**config.mk**
```make
export PLATFORM = sky130hd
export DESIGN_NAME = vga_rx_monitor
export DESIGN_NICKNAME = d
export VERILOG_FILES = /design/src/rtl/vga_rx_monitor.sv
export SDC_FILE = /design/constraint.sdc
export NUM_CORES = 1
export LEC_CHECK = 0
export BUFFER_PORTS_ARGS = -buffer_cell sky130_fd_sc_hd__buf_2
export CORE_AREA = 5 5 100 102
export DETAILED_ROUTE_END_ITERATION = 6
export DIE_AREA = 0 0 105 107
export PLACE_DENSITY_LB_ADDON = 0.2
export SYNTH_ARGS = -nofsm -noshare
export SYNTH_HDL_FRONTEND = slang
export SYNTH_SLANG_ARGS = --single-unit
```
**constraint.sdc**
```tcl
create_clock -name clk -period 5.9 [get_ports clk]
set_clock_uncertainty 0.1 [all_clocks]
set_input_delay 0 -clock clk [delete_from_list [all_inputs] [get_ports clk]]
set_output_delay 0 -clock clk [all_outputs]
set_load 0.005 [all_outputs]
```
**src/rtl/vga_rx_monitor.sv**
```systemverilog
// Receive-side VGA timing monitor: recovers raster position from the sync edges,
// checks line/frame timing, locks after clean frames and streams active pixels.
// Optional per-frame pixel checksum is built when VGA_RX_CHECKSUM_EN is defined.
module vga_rx_monitor #(
    parameter int HPIXELS     = 800,
    parameter int VLINES      = 521,
    parameter int HPULSE      = 96,
    parameter int VPULSE      = 2,
    parameter int HBP         = 144,
    parameter int HFP         = 784,
    parameter int VBP         = 31,
    parameter int VFP         = 511,
    parameter int LOCK_FRAMES = 2
) (
    input  logic        clk,
    input  logic        rst,
    input  logic        pix_en,
    input  logic        hsync,
    input  logic        vsync,
    input  logic [2:0]  red,
    input  logic [2:0]  green,
    input  logic [1:0]  blue,
    input  logic        err_clr,
    output logic        locked,
    output logic        pix_valid,
    output logic [9:0]  pix_x,
    output logic [8:0]  pix_y,
    output logic [7:0]  pix_rgb,
    output logic        frame_done,
    output logic [15:0] frame_sum,
    output logic [3:0]  err_flags,
    output logic [7:0]  err_cnt
);

    typedef enum logic [1:0] {SEARCH, TRACK, LOCKED} state_t;

    localparam int GW = (LOCK_FRAMES < 2) ? 1 : $clog2(LOCK_FRAMES + 1);
    // The 10-bit column counter saturates at 1023, so a timeout beyond that is clamped.
    localparam int TMO = (2 * HPIXELS > 1023) ? 1023 : 2 * HPIXELS;

    localparam logic [9:0]    TMO_PRE  = 10'(TMO - 1);
    localparam logic [9:0]    HLAST    = 10'(HPIXELS - 1);
    localparam logic [9:0]    HPULSE_C = 10'(HPULSE);
    localparam logic [9:0]    VLAST    = 10'(VLINES - 1);
    localparam logic [9:0]    VPULSE_C = 10'(VPULSE);
    localparam logic [9:0]    HBP_C    = 10'(HBP);
    localparam logic [9:0]    HFP_C    = 10'(HFP);
    localparam logic [9:0]    VBP_C    = 10'(VBP);
    localparam logic [9:0]    VFP_C    = 10'(VFP);
    localparam logic [GW-1:0] LOCK_C   = GW'(LOCK_FRAMES);

    state_t        state;
    state_t        state_next;
    logic [GW-1:0] good;
    logic [GW-1:0] good_next;
    logic [GW-1:0] good_inc;

    logic       hs_prev;
    logic       vs_prev;
    logic [9:0] col;
    logic [9:0] row;
    logic [9:0] col_next;
    logic [9:0] row_next;
    logic       exempt;
    logic       frame_err;

    logic       hs_fall;
    logic       hs_rise;
    logic       vs_fall;
    logic       vs_rise;
    logic       checking;
    logic       timeout;
    logic [3:0] err_now;
    logic       any_err;
    logic       frame_bad;
    logic       active;

    logic       locked_d;
    logic       pix_valid_d;
    logic       frame_done_d;
    logic       err_inc;

    always_comb begin
        hs_fall  = pix_en & hs_prev & ~hsync;
        hs_rise  = pix_en & ~hs_prev & hsync;
        vs_fall  = pix_en & vs_prev & ~vsync;
        vs_rise  = pix_en & ~vs_prev & vsync;
        checking = (state != SEARCH);

        col_next = col;
        if (hs_fall)
            col_next = '0;
        else if (col != 10'h3FF)
            col_next = col + 10'd1;

        row_next = row;
        if (vs_fall)
            row_next = '0;
        else if (hs_fall && row != 10'h3FF)
            row_next = row + 10'd1;

        timeout    = checking & pix_en & ~hs_fall & (col == TMO_PRE);
        err_now[0] = checking & ((hs_fall & ~exempt & (col != HLAST)) | timeout);
        err_now[1] = checking & hs_rise & (col_next != HPULSE_C);
        err_now[2] = checking & vs_fall & (row != VLAST);
        err_now[3] = checking & vs_rise & ((row_next != VPULSE_C) | (col_next != 10'd0));
        any_err    = |err_now;
        frame_bad  = frame_err | any_err;

        active = (col_next >= HBP_C) && (col_next < HFP_C) &&
                 (row_next >= VBP_C) && (row_next < VFP_C);
        good_inc = good + GW'(1);
    end

    always_ff @(posedge clk) begin
        if (rst) begin
            state <= SEARCH;
            good  <= '0;
        end else begin
            state <= state_next;
            good  <= good_next;
        end
    end

    // Lock progress is judged at each vsync fall; the hsync timeout overrides everything.
    always_comb begin
        state_next = state;
        good_next  = good;
        case (state)
            SEARCH: begin
                if (vs_fall) begin
                    state_next = TRACK;
                    good_next  = '0;
                end
            end
            TRACK: begin
                if (vs_fall) begin
                    if (frame_bad) begin
                        good_next = '0;
                    end else if (good_inc == LOCK_C) begin
                        state_next = LOCKED;
                        good_next  = good_inc;
                    end else begin
                        good_next = good_inc;
                    end
                end
            end
            LOCKED: begin
                if (any_err) begin
                    state_next = TRACK;
                    good_next  = '0;
                end
            end
            default: begin
                state_next = SEARCH;
                good_next  = '0;
            end
        endcase
        if (timeout) begin
            state_next = SEARCH;
            good_next  = '0;
        end
    end

    always_comb begin
        locked_d     = (state_next == LOCKED);
        pix_valid_d  = pix_en & active & locked_d;
        frame_done_d = vs_fall & ~frame_bad & locked_d;
        err_inc      = vs_fall & frame_bad;
    end

    // Sync samples idle high so the first low sample after reset reads as a fall.
    always_ff @(posedge clk) begin
        if (rst) begin
            hs_prev    <= 1'b1;
            vs_prev    <= 1'b1;
            col        <= '0;
            row        <= '0;
            exempt     <= 1'b0;
            frame_err  <= 1'b0;
            locked     <= 1'b0;
            pix_valid  <= 1'b0;
            frame_done <= 1'b0;
            pix_x      <= '0;
            pix_y      <= '0;
            pix_rgb    <= '0;
            err_flags  <= '0;
            err_cnt    <= '0;
        end else begin
            locked     <= locked_d;
            pix_valid  <= pix_valid_d;
            frame_done <= frame_done_d;
            err_flags  <= (err_clr ? 4'd0 : err_flags) | err_now;
            if (err_clr)
                err_cnt <= err_inc ? 8'd1 : 8'd0;
            else if (err_inc && err_cnt != 8'hFF)
                err_cnt <= err_cnt + 8'd1;
            if (pix_en) begin
                hs_prev   <= hsync;
                vs_prev   <= vsync;
                col       <= col_next;
                row       <= row_next;
                exempt    <= (state == SEARCH) ? 1'b1 : (hs_fall ? 1'b0 : exempt);
                frame_err <= vs_fall ? 1'b0 : (frame_err | any_err);
            end
            if (pix_valid_d) begin
                pix_x   <= col_next - HBP_C;
                pix_y   <= 9'(row_next - VBP_C);
                pix_rgb <= {red, green, blue};
            end
        end
    end

`ifdef VGA_RX_CHECKSUM_EN
    logic [15:0] acc;

    // The pixel sampled at the vsync fall already belongs to the new frame.
    always_ff @(posedge clk) begin
        if (rst) begin
            acc       <= '0;
            frame_sum <= '0;
        end else if (pix_en) begin
            if (vs_fall) begin
                frame_sum <= acc;
                acc       <= active ? {8'd0, red, green, blue} : 16'd0;
            end else if (active) begin
                acc <= acc + {8'd0, red, green, blue};
            end
        end
    end
`else
    assign frame_sum = 16'd0;
`endif

endmodule
```
==> impl_metrics.yaml, run 1 <==
cts:
  ctsHtreeMaxLevel: 3
  postCtsHoldBufs: 11
  clk_latency_ns: 0.35
  root_buffer: "clkbuf_8"
  cts.path.max_buffers: 2
  postCtsResizedCells: 0
  post-cts-setup-buffers: 0
  numCtsBuffers: 9
  cts.sinks: 70
  cts_tree: "done"
  path_clk_slew_ns: 0.07
placed_design:
  gp_congestion: 0.899
  place_hpwl_um: 6870
  io_buffers: 55
  pre_cts_slack_ns: 1.73
sta:
  hold_viol: 0
  finalSetupTns_ns: 0
  period_needed_ns: 4.19
  worst_slack_ns: 1.71
  min_period_over_period_pct: 71.0
  setup_viol: 0
  maxSlewHeadroom_pct: 28.9
  max_freq_ghz: 0.239
  rsz0062_at_grt: "no"
  worst_slew_pin_slew_ns: 1.06
  maxSlewViolCount: 0
routing:
  drt_iter0_drc: 210
  first_pass_iters: 5
  via_per_inst: 5.60
  ant_nets: 0
  post_drt_wl_per_cell_um: 15.2
  via_count: 3553
  routed_wl_um: 9640
  drc: 0
final_layout:
  final_common_cell: "dfxtp_1"
  layout.nets: 543
  syn2layout_area_growth_pct: 12.8
  num-fill-cells: 890
  layout_common_cells: "dfxtp_1, nor2_1, buf_2"
  drive_above_1_share_pct: 18.2
  diodes: 0
floorplanning:
  start_util_pct: 43.8
  die_x_um: 105
  pin_count: 72
  core_um2: 9020
  rows: 35
  die_y_um: 107
  die-area_um2: 11200
logic_synthesis:
  ys_seq_area_share_pct: 35.5
  ys_types: 67
  synthArstFlopShare_pct: 0
  synthFlopType: "dfxtp_1"
  synth_warnings: 0
  syn_inst: 469
  syn_avg_cell_area_um2: 8.42
  ys_ff_latch: 70
  syn_area_um2: 3950
  synth_edf_count: 0
worst_setup_path:
  critical_path_required_ns: 6.00
  rr_worst_depth: 14
  critPathBufInv: 1
  slowest_delay_ns: 0.50
  startpoint: "row[1]"
  timing.rr.start: "row[1]"
  critical_path_class: "flip-flop to flip-flop"
  worstPathArrival_ns: 4.29
  crit_slowest_cell: "buf_4"
  worstSetupStartpointType: "flip-flop"
  worstReg2RegEnd: "pix_rgb[5]"
  crit_fanout: 42
  r2r_slack_ns: 1.71
  crit_chain: "ha_1 > and2_1 > a41oi_1 > mux2i_1 > nor2_1 > ha_1 > o31ai_1 > nor4bb_1 > nand4_1 > o31a_1 > nor4_4 > buf_4 > mux2i_1 > nor2_1"
  end_kind: "flip-flop"
  crit_family: "simple AND/OR/NAND/NOR gates"
global_routing:
  grt_overflow: 0
  grtUsageTotal_pct: 17.0
  grt_pass1_vias: 3304
  antenna_found_initial: 0
  grt_max_degree: 63
  grt_pass1_wl_um: 15900
hold_path:
  hold_class: "primary input to flip-flop"
  hold_depth: 3
  min_to: "col[4]"
  worstHoldStart: "pix_en"
pwr:
  leakage_nw: 1.74
  power_w: 0.000886
  switchingPower_w: 0.000234
  swShare_pct: 26.4
  p_comb_share_pct: 7.0
  p_clk_share_pct: 38.6
  irDropWorstVdd_mv: 0.130
  pwr-share-seq_pct: 54.4
  intPower_w: 0.000653
  power_density_nw_per_um2: 199
status:
  status: "finished, final reports clean"
flow_run:
  max-cap-violations: 0
[sequential cells by signal (all words and copies together) (netlist names), 2 cells and up]
name	cells
col	10
state	2
good	2
row	10
err_flags	4
pix_rgb	8
pix_x	10
err_cnt	8
pix_y	9
[power groups by stage]
stage / clock [W] / sequential, W / combinational (W)
floorplan: 0 / 0.000491 / 0.0000502
global placement: 0 / 0.000493 / 0.0000552
detailed placement: 0 / 0.000493 / 0.0000563
CTS: 0.000352 / 0.000482 / 0.0000621
global route: 0.000377 / 0.000483 / 0.0000695
finish: 0.000342 / 0.000482 / 0.0000623
[layer usage]
metal  global-route usage, %  part of all wire [%]  vias to the layer above
met5                       0                     0                        -
met4                    5.48                   2.0                        0
met3                    4.64                   6.3                       18
met2                    29.4                    50                      127
met1                    20.5                    42                     1661
li1                        -                     -                     1747
[Yosys cell counts, drive strengths merged (5+ instances only)]
master | number | area (um^2)
and3 | 7 | 43.8
and2 | 5 | 31.3
a41oi | 6 | 60.1
or3 | 8 | 55.1
mux2i | 22 | 220
nand2b | 7 | 43.8
clkbuf | 16 | 60.1
dfxtp | 70 | 1400
a21oi | 28 | 140
nand2 | 30 | 113
or4 | 6 | 45.0
or2 | 5 | 31.3
nand3 | 28 | 150
nor2b | 5 | 31.3
a211oi | 14 | 160
inv | 13 | 48.8
o21ai | 17 | 85.1
buf | 29 | 206
xnor2 | 11 | 96.3
nor3 | 10 | 50.1
nand4 | 6 | 37.5
ha | 11 | 138
nor2 | 61 | 231
[worst min-delay path: cells and delay by family]
family	cells	cell delay [ns]
buf+inv	1	0.25
mux	1	0.17
simple gates	1	0.07
[cell families (layout without fill, tap and decap cells)]
logic type	Yosys count	in the layout	share of synthesized area, %
compound gates	97	97	18.1
simple gates	195	195	25.9
xor+xnor	15	15	3.33
mux	22	22	5.58
buf+inv	58	97	7.98
fa+ha+maj	11	11	3.49
flops	70	70	35.5
other cells	1	16	0.0950
[worst max-delay path by stage]
stage | endpoint | slack, ns | depth (start not counted)
after floorplan | pix_x[2] | 2.38 | 15
after global placement | pix_rgb[2] | 1.87 | 15
after detailed placement | pix_rgb[5] | 1.73 | 15
after CTS | pix_rgb[5] | 1.78 | 15
after global routing | pix_x[1] | 1.39 | 14
final | pix_rgb[5] | 1.71 | 14
[stage by stage]
stage | instance area (um^2) | cells | hold WS, ns | util [%]
global placement | 4170 | 607 | 0.134 | 46.2
CTS | 4450 | 634 | 0.0777 | 49.4
detailed placement | 4170 | 607 | 0.144 | 46.2
floorplan | 4010 | 484 | 0.0224 | -
finish | 4450 | 634 | 0.0794 | 49.4
global route | 4450 | 634 | 0.0980 | 49.4
[area by class of cell]
class | instances | area (um^2) | area share [%]
repair buffers | 68 | 400 | 8.99
clock inverters | 7 | 51.3 | 1.15
flip-flops and latches | 70 | 1400 | 31.5
inverters | 13 | 48.8 | 1.10
clock buffers | 9 | 124 | 2.78
well taps | 111 | 139 | 3.12
multi-input cells | 356 | 2290 | 51.4
No activity file was read; power rests on OpenSTA's default activity.
==> run 2: changes to the inputs <==
- clock period: 5.9 -> 3.75 ns (I/O delays scaled with it)
==> impl_metrics.yaml, run 2 (synthesized netlist as in run 1, its figures left out) <==
floorplanning:
  start_util_pct: 43.8
  rows: 35
  die_y_um: 107
  core_um2: 9020
  die_x_um: 105
  pin_count: 72
  die-area_um2: 11200
hold_path:
  min_to: "pix_rgb[1]"
  hold_depth: 4
  hold_class: "primary input to flip-flop"
  worstHoldStart: "blue[1]"
global_routing:
  grt_overflow: 0
  grt_max_degree: 43
  grtUsageTotal_pct: 18.2
  grt_pass1_wl_um: 16900
  antenna_found_initial: 0
  grt_pass1_vias: 3522
routing:
  post_drt_wl_per_cell_um: 15.4
  routed_wl_um: 10300
  ant_nets: 0
  drc: 0
  drt_iter0_drc: 204
  first_pass_iters: 4
  via_per_inst: 5.56
  via_count: 3701
worst_setup_path:
  critPathBufInv: 3
  slowest_delay_ns: 0.57
  rr_worst_depth: 15
  end_kind: "flip-flop"
  crit_family: "simple AND/OR/NAND/NOR gates"
  worstPathArrival_ns: 3.71
  crit_chain: "ha_1 > and2_1 > a41oi_2 > xnor2_1 > nand2_1 > inv_1 > ha_1 > inv_1 > or4b_4 > or4_1 > nand3_2 > nor4_4 > clkbuf_16 > nor2_1 > a211oi_2"
  crit_fanout: 21
  worstReg2RegEnd: "pix_y[7]"
  critical_path_class: "flip-flop to flip-flop"
  worstSetupStartpointType: "flip-flop"
  timing.rr.start: "row[1]"
  critical_path_required_ns: 3.87
  r2r_slack_ns: 0.15
  crit_slowest_cell: "or4b_4"
  worst-path-stages: 15
final_layout:
  layout_common_cells: "dfxtp_1, nor2_1, buf_2"
  reg_top3: "col (10), pix_x (10), row (10)"
  drive_above_1_share_pct: 22.7
  final_common_cell: "dfxtp_1"
  diodes: 0
  final_cells: 666
  layout.nets: 575
  syn2layout_area_growth_pct: 21.1
sta:
  worst_slew_pin_slew_ns: 0.946
  finalSetupTns_ns: 0
  worst_slack_ns: 0.154
  period_needed_ns: 3.60
  max_freq_ghz: 0.278
  maxSlewHeadroom_pct: 36.7
  min_period_over_period_pct: 95.9
  hold_viol: 0
  setup_viol: 0
  maxSlewViolCount: 0
  worst_hold_slack_ns: 0.321
pwr:
  irDropWorstVdd_mv: 0.196
  power_density_nw_per_um2: 325
  leakage_nw: 1.92
cts:
  path_clk_slew_ns: 0.08
  cts.path.max_buffers: 2
  root_buffer: "clkbuf_8"
  cts.sinks: 70
  clk_latency_ns: 0.35
  numCtsBuffers: 9
  cts_tree: "done"
  ctsHtreeMaxLevel: 3
placed_design:
  gp_congestion: 0.961
  place_hpwl_um: 7490
  io_buffers: 55
  placed_cells: 635
  pre_cts_slack_ns: 0.104
flow_run:
  max-cap-violations: 0
status:
  status: "finished, final reports clean"
run 2: cell count changes in the layout (fill, tap and decap cells not counted), moves of 2 or more:
cell,before,now
dlygate4sd3_1,11,14
buf_4,2,29
clkinv_2,2,0
bufinv_16,0,2
run 2: area by class of cell:
cell class / count / area [um^2]
Tap cell: 111 / 139
Inverter: 13 / 48.8
Fill cell: 852 / 4240
Timing Repair Buffer: 100 / 669
Multi-Input combinational cell: 356 / 2300
Clock buffer: 10 / 128
Sequential cell: 70 / 1400
Clock inverter: 6 / 93.8
run 2: how the worst max path moves through the flow:
stage	start	to	slack [ns]
4_1_cts	row[0]	pix_x[1]	0.08
6_report	row[1]	pix_y[7]	0.15
3_3_place_gp	row[0]	pix_rgb[5]	0.17
2_1_floorplan	row[0]	pix_x[2]	0.23
3_5_place_dp	row[0]	pix_x[1]	0.10
5_1_grt	row[1]	pix_x[2]	-0.02
run 2: through the flow:
| stage | area, um^2 | power (W) | utilization [%] |
|---|---|---|---|
| floorplan | 4010 | 0.000852 | - |
| global placement | 4390 | 0.000874 | 48.7 |
| detailed placement | 4390 | 0.000876 | 48.7 |
| CTS | 4750 | 0.00157 | 52.7 |
| global route | 4780 | 0.00162 | 53.0 |
| finish | 4780 | 0.00155 | 53.0 |
run 2: repair_timing:
| action | CTS | global route |
|---|---|---|
| endpoints found under the hold margin | 32 | 0 |
| setup endpoints to repair | 0 | 29 |
| buffers inserted | 0 | 0 |
| hold buffers | 14 | 0 |
| gates resized for setup | 0 | 4 |
run 2: metal layers:
layer	share of wire (%)	up-vias	routed length, um	global-route usage [%]
met5	0	-	0	0
met4	2.0	0	201	5.48
met3	7.2	16	737	4.70
met2	51	134	5200	32.5
met1	40	1741	4150	21.3
li1	-	1810	-	-
run 2: tightest hold or removal path, delay by kind of cell:
family | cells | cell delay [ns]
and+or+nand+nor | 1 | 0.07
muxes | 1 | 0.05
buffers and inverters | 2 | 0.61
run 2: where the power goes:
group	internal [W]	switching [W]	total, W
clock	0.000379	0.000305	0.000684
combinational	0.0000471	0.0000678	0.000115
sequential	0.000750	0.00000585	0.000756
total	0.00118	0.000378	0.00155
